===== config.mk =====
export PLATFORM = sky130hd
export DESIGN_NAME = imem_loadable
export DESIGN_NICKNAME = d
export VERILOG_FILES = /design/src/rtl/imem_pkg.sv /design/src/rtl/imem_array.sv /design/src/rtl/imem_loadable.sv
export SDC_FILE = /design/constraint.sdc
export NUM_CORES = 2
export LEC_CHECK = 0
export CAP_MARGIN = 20
export CORE_MARGIN = 2
export CORE_UTILIZATION = 55
export DETAILED_ROUTE_END_ITERATION = 8
export PLACE_DENSITY = 0.67
export SLEW_MARGIN = 20
export SYNTH_ARGS = -nofsm -noshare
export SYNTH_HDL_FRONTEND = slang
export SYNTH_SLANG_ARGS = --single-unit

===== constraint.sdc =====
create_clock -name clk_i -period 6.2 [get_ports clk_i]
set_input_delay 1.24 -clock clk_i [delete_from_list [all_inputs] [get_ports clk_i]]
set_output_delay 1.24 -clock clk_i [all_outputs]
set_load 0.03 [all_outputs]

===== src/rtl/imem_pkg.sv =====
// Shared constants for the loadable instruction memory: FSM state encodings,
// fetch fault codes and the default fill word.
package imem_pkg;

    localparam logic [1:0] ST_INIT = 2'd0;
    localparam logic [1:0] ST_RUN  = 2'd1;
    localparam logic [1:0] ST_LOAD = 2'd2;

    localparam logic [1:0] FAULT_OK       = 2'b00;
    localparam logic [1:0] FAULT_MISALIGN = 2'b01;
    localparam logic [1:0] FAULT_RANGE    = 2'b10;

    localparam logic [31:0] NOP_WORD_DEFAULT = 32'h0000_0013;

endpackage


===== src/rtl/imem_array.sv =====
// DEPTH x DATA_W instruction storage: one synchronous write port and one
// combinational read port. Contents are not reset; the owner fills them.
module imem_array #(
    parameter int DEPTH  = 64,
    parameter int DATA_W = 32,
    parameter int AW     = $clog2(DEPTH)
) (
    input  logic              clk_i,
    input  logic              we_i,
    input  logic [AW-1:0]     waddr_i,
    input  logic [DATA_W-1:0] wdata_i,
    input  logic [AW-1:0]     raddr_i,
    output logic [DATA_W-1:0] rdata_o
);

    logic [DATA_W-1:0] mem_q [DEPTH];

    // Synchronous write port
    always_ff @(posedge clk_i) begin
        if (we_i) begin
            mem_q[waddr_i] <= wdata_i;
        end
    end

    assign rdata_o = mem_q[raddr_i];

endmodule


===== src/rtl/imem_loadable.sv =====
// Loadable instruction memory: NOP fill after reset, run-time program load
// port, and a valid/ready fetch port with a registered response and fault code.
module imem_loadable
    import imem_pkg::*;
#(
    parameter int                DEPTH    = 64,
    parameter int                DATA_W   = 32,
    parameter int                ADDR_W   = 32,
    parameter logic [DATA_W-1:0] NOP_WORD = DATA_W'(NOP_WORD_DEFAULT),
    localparam int               AW       = $clog2(DEPTH)
) (
    input  logic              clk_i,
    input  logic              rst_ni,
    input  logic              load_en_i,
    input  logic [AW-1:0]     load_addr_i,
    input  logic [DATA_W-1:0] load_data_i,
    input  logic              load_last_i,
    output logic              load_ready_o,
    input  logic              req_valid_i,
    input  logic [ADDR_W-1:0] req_addr_i,
    output logic              req_ready_o,
    output logic              rsp_valid_o,
    input  logic              rsp_ready_i,
    output logic [DATA_W-1:0] rsp_instr_o,
    output logic [1:0]        rsp_fault_o,
    output logic              init_done_o
);

    logic [1:0]        state_q, state_d;
    logic [AW-1:0]     init_cnt_q, init_cnt_d;
    logic              rsp_valid_q, rsp_valid_d;
    logic [DATA_W-1:0] rsp_instr_q, rsp_instr_d;
    logic [1:0]        rsp_fault_q, rsp_fault_d;
    logic              init_done_q, init_done_d;

    logic              req_ready_s;
    logic              load_ready_s;
    logic              load_acc_s;
    logic              req_acc_s;
    logic              mem_we_s;
    logic [AW-1:0]     mem_waddr_s;
    logic [DATA_W-1:0] mem_wdata_s;
    logic [DATA_W-1:0] rd_data_s;
    logic [AW-1:0]     req_word_s;
    logic [1:0]        fault_s;

    imem_array #(
        .DEPTH  (DEPTH),
        .DATA_W (DATA_W),
        .AW     (AW)
    ) u_array (
        .clk_i   (clk_i),
        .we_i    (mem_we_s),
        .waddr_i (mem_waddr_s),
        .wdata_i (mem_wdata_s),
        .raddr_i (req_word_s),
        .rdata_o (rd_data_s)
    );

    assign req_word_s = req_addr_i[AW+1:2];

    // Fetch decode; misalignment outranks out-of-range
    always_comb begin
        fault_s = FAULT_OK;
        if (req_addr_i[1:0] != 2'b00) begin
            fault_s = FAULT_MISALIGN;
        end else if (req_addr_i[ADDR_W-1:AW+2] != (ADDR_W-AW-2)'(0)) begin
            fault_s = FAULT_RANGE;
        end else begin
            fault_s = FAULT_OK;
        end
    end

    // Handshake readiness, write-port mux and FSM next state
    always_comb begin
        state_d      = state_q;
        init_cnt_d   = init_cnt_q;
        init_done_d  = init_done_q;
        req_ready_s  = 1'b0;
        load_ready_s = 1'b0;
        mem_we_s     = 1'b0;
        mem_waddr_s  = load_addr_i;
        mem_wdata_s  = load_data_i;
        case (state_q)
            ST_INIT: begin
                mem_we_s    = 1'b1;
                mem_waddr_s = init_cnt_q;
                mem_wdata_s = NOP_WORD;
                init_cnt_d  = init_cnt_q + AW'(1);
                if (init_cnt_q == AW'(DEPTH - 1)) begin
                    state_d     = ST_RUN;
                    init_done_d = 1'b1;
                end else begin
                    state_d = ST_INIT;
                end
            end
            ST_RUN: begin
                load_ready_s = !rsp_valid_q;
                // A pending load strobe blocks fetch acceptance this cycle
                req_ready_s  = !load_en_i && (!rsp_valid_q || rsp_ready_i);
                mem_we_s     = load_en_i && load_ready_s;
                if (load_en_i && load_ready_s && !load_last_i) begin
                    state_d = ST_LOAD;
                end else begin
                    state_d = ST_RUN;
                end
            end
            ST_LOAD: begin
                load_ready_s = 1'b1;
                mem_we_s     = load_en_i;
                if (load_en_i && load_last_i) begin
                    state_d = ST_RUN;
                end else begin
                    state_d = ST_LOAD;
                end
            end
            default: begin
                state_d = ST_INIT;
            end
        endcase
    end

    assign load_acc_s = load_en_i && load_ready_s;
    assign req_acc_s  = req_valid_i && req_ready_s;

    // Response register: load on accept, clear on consume, otherwise hold
    always_comb begin
        rsp_valid_d = rsp_valid_q;
        rsp_instr_d = rsp_instr_q;
        rsp_fault_d = rsp_fault_q;
        if (req_acc_s) begin
            rsp_valid_d = 1'b1;
            rsp_fault_d = fault_s;
            if (fault_s == FAULT_OK) begin
                rsp_instr_d = rd_data_s;
            end else begin
                rsp_instr_d = NOP_WORD;
            end
        end else if (rsp_ready_i) begin
            rsp_valid_d = 1'b0;
        end else begin
            rsp_valid_d = rsp_valid_q;
        end
    end

    // State registers
    always_ff @(posedge clk_i or negedge rst_ni) begin
        if (!rst_ni) begin
            state_q     <= ST_INIT;
            init_cnt_q  <= AW'(0);
            rsp_valid_q <= 1'b0;
            rsp_instr_q <= NOP_WORD;
            rsp_fault_q <= FAULT_OK;
            init_done_q <= 1'b0;
        end else begin
            state_q     <= state_d;
            init_cnt_q  <= init_cnt_d;
            rsp_valid_q <= rsp_valid_d;
            rsp_instr_q <= rsp_instr_d;
            rsp_fault_q <= rsp_fault_d;
            init_done_q <= init_done_d;
        end
    end

    assign load_ready_o = load_ready_s;
    assign req_ready_o  = req_ready_s;
    assign rsp_valid_o  = rsp_valid_q;
    assign rsp_instr_o  = rsp_instr_q;
    assign rsp_fault_o  = rsp_fault_q;
    assign init_done_o  = init_done_q;

    logic unused_s;
    assign unused_s = load_acc_s;

endmodule


==> reports/qor.yml <==
fin_area_um2: 91200
drc: 0
drive_above_1_share_pct: 26.1
dp_hpwl_um: 123000
cts_sinks: 2092
path_cells: "clkdlybuf4s50_1 -> inv_1 -> and3_1 -> clkdlybuf4s50_1"
worst_slack_ns: 1.68
worst_pin_slew_ns: 1.23
total_power_mw: 35.1
n_antenna_cell: 0
place_area_um2: 84600
post-cts-setup-buffer-count: 0
hold_viol_final: 0
critPathLaunchType: "input port"
report.final.slew_viol_count: 0
yosys.area_share.simple_pct: 1.92
wl_per_cell_um: 33.8
netlist_instances: 3610
port_buffers: 113
synth-seq-cells: 2092
finClkSkew_ns: 0.0276
cp_max_fo: 5
cp_slowest_cell: "clkdlybuf4s50_1"
grt_usage_pct: 27.5
synth_top_family_by_area: "multiplexers"
vias: 39000
ctsHtreeMaxLevel: 4
drt-vias-per-instance: 6.54
place_congestion: 0.863
first_global_vias: 38500
grt_max_degree: 111
power-per-cell-area_nw_per_um2: 385
num-fill-cells: 9659
insertion_delay_ns: 0.84
cts_root_buf: "clkbuf_16"
fp.dieArea_um2: 149000
cp-end-kind: "output pin"
fin_crit_sh_pct: 73.0
rows: 140
final_cell_mix: "edfxtp_1, mux4_2, clkbuf_16, mux2i_1"
period_needed_ns: 4.52
p_leak_nw: 29.3
synth_edf_count: 2048
dp.cells: 5588
clkTransAtPathRegs_ns: 0.06
rsz0062_at_grt: "no"
fin_tns_setup_ns: 0
whs_ns: 0.474
arrival_ns: 3.28
dieHeight_um: 386
antenna_found_initial: 3
max_freq_mhz: 221
start_util_pct: 55.2
setup_violations: 0
areaGrowthSynthToFinish_pct: 13.9
core_um2: 145000
ys_types: 64
syn_nets: 3691
outcome: "finished, final reports clean"
cts_made_buffers: 200
post_cts_resized: 0
final_core_util_pct: 62.9
ctsLongestPathBuffers: 3
peakVddDrop_mv: 0.284
syn-cell-area_um2: 80100
antenna_left: 0
ys.flop_type: "edfxtp_1"
crit_type: "in -> out"
path_common_cell: "clkdlybuf4s50_1"
avgSynthCellArea_um2: 22.2
max_stage_delay_ns: 0.70
async_flop_share_pct: 2.10
cts_hold_buf: 0
dpl_worst_slack_ns: 1.13
synth_compound_area_share_pct: 3.09
cp.required_ns: 4.96
routed_wirelength_um: 202000
slew_headroom_pct: 18.2
pin_count: 114
critical-path-top-delay-family: "buffers and inverters"
layout_commonest_cell: "edfxtp_1"
crit_buf_inv: 3
overflow: 0
die_w_um: 386
finalNetCount: 3962
firstDrtPassIters: 6
grt_pass1_wl_um: 286000
synth_fa_ha_area_share_pct: 0.0781
yosysSeqAreaShare_pct: 78.2
maxCapViolCount: 0
cts_tree: "done"
final_cell_count_no_fill: 5969
synthXorXnorAreaFrac_pct: 0.0547
min_path_type: "reg -> reg"
ys_warn_count: 0
synthMuxAreaShare_pct: 15.3
drt-initial-drc-count: 5209
==> power by group <==
part           internal [mW]  switching, mW  leakage (nW)  total [mW]
Combinational           1.16           3.75          6.81        4.90
Clock                   6.85           5.14          3.13        12.0
Sequential              17.9          0.252          19.4        18.2
Total                   26.0           9.13          29.3        35.1
==> flip-flops by register name, indices dropped and copies added, names as in the netlist <==
name / count
u_array.mem_q: 2048
rsp_instr_o: 32
state_q: 2
init_cnt_q: 6
rsp_valid_o: 1
rsp_fault_o: 2
init_done_o: 1
==> worst min-delay path, cell delays in order, from the launching register on <==
cell and delay [ns]:
dfrtp_1 0.34, nand2_1 0.05, o41ai_1 0.05
==> per-layer routing <==
metal	global-route usage, %	vias up	part of all wire [%]
met5	0	-	0.0064
met4	9.68	2	3.7
met3	5.03	338	9.0
met2	42.8	2098	48
met1	39.9	20700	40
li1	-	15800	-
==> path summary, 6_finish.rpt <==
kind	from	slack, ns	depth (start not counted)	to
worst min register to register	rsp_instr_o[5]$_DFFE_PN0P_	0.47	2	rsp_instr_o[5]$_DFFE_PN0P_
worst max-delay path	load_en_i	1.68	4	req_ready_o
worst min-delay path	rsp_instr_o[5]$_DFFE_PN0P_	0.47	2	rsp_instr_o[5]$_DFFE_PN0P_
worst max register to register	state_q[1]$_DFF_PN0_	1.84	9	u_array.mem_q[27][13]$_DFFE_PP_
min in group asynchronous	rst_ni	0.53	2	rsp_fault_o[1]$_DFFE_PN0P_
max in group asynchronous	rst_ni	5.15	2	state_q[0]$_DFF_PN0_
==> final cells by class <==
type | instances | area [µm²] | share of cell area, %
sequential | 2092 | 62600 | 68.6
clock buffer | 263 | 5430 | 5.95
timing repair buffer | 263 | 2560 | 2.81
multi-input combinational | 1311 | 17200 | 18.8
tap | 1917 | 2400 | 2.63
inverter | 13 | 50.0 | 0.0549
clock inverter | 110 | 1000 | 1.10
==> kinds of logic (layout without fill, tap and decap cells) <==
family / Yosys count / after routing
buf+inv: 207 / 649
mux: 637 / 637
simple gates: 346 / 346
flops: 2092 / 2092
compound gates: 318 / 318
fa+ha+maj: 5 / 5
xor+xnor: 5 / 5
==> synth_stat cells, drive strengths merged (2+ instances only) <==
library cell	count	area (µm²)
a211o	16	140
nand3b	2	15.0
o221ai	16	140
nand2	129	484
a221oi	4	41.3
a21oi	9	45.0
a32o	4	40.0
mux4	470	10600
clkbuf	93	349
xnor2	3	26.3
dfstp	3	78.8
nand3	11	60.1
nand2b	8	50.1
edfxtp	2048	61500
a22oi	32	240
nand4	4	31.3
inv	12	45.0
nor3b	2	15.0
nor2	124	468
o2111ai	12	105
o22ai	76	475
ha	5	62.6
o21ai	20	100
nor4	10	62.6
and3	2	12.5
nor3	3	15.0
or2	5	31.3
a311oi	14	123
mux2	27	304
nor2b	41	257
buf	101	688
o41ai	15	221
o32ai	5	43.8
or4	2	15.0
mux2i	140	1400
xor2	2	17.5
and2	2	12.5
a22o	33	289
dfrtp	41	1030
a31oi	8	50.1
a211oi	43	323
a2111oi	3	26.3
No activity file was read; power rests on OpenSTA's default activity.
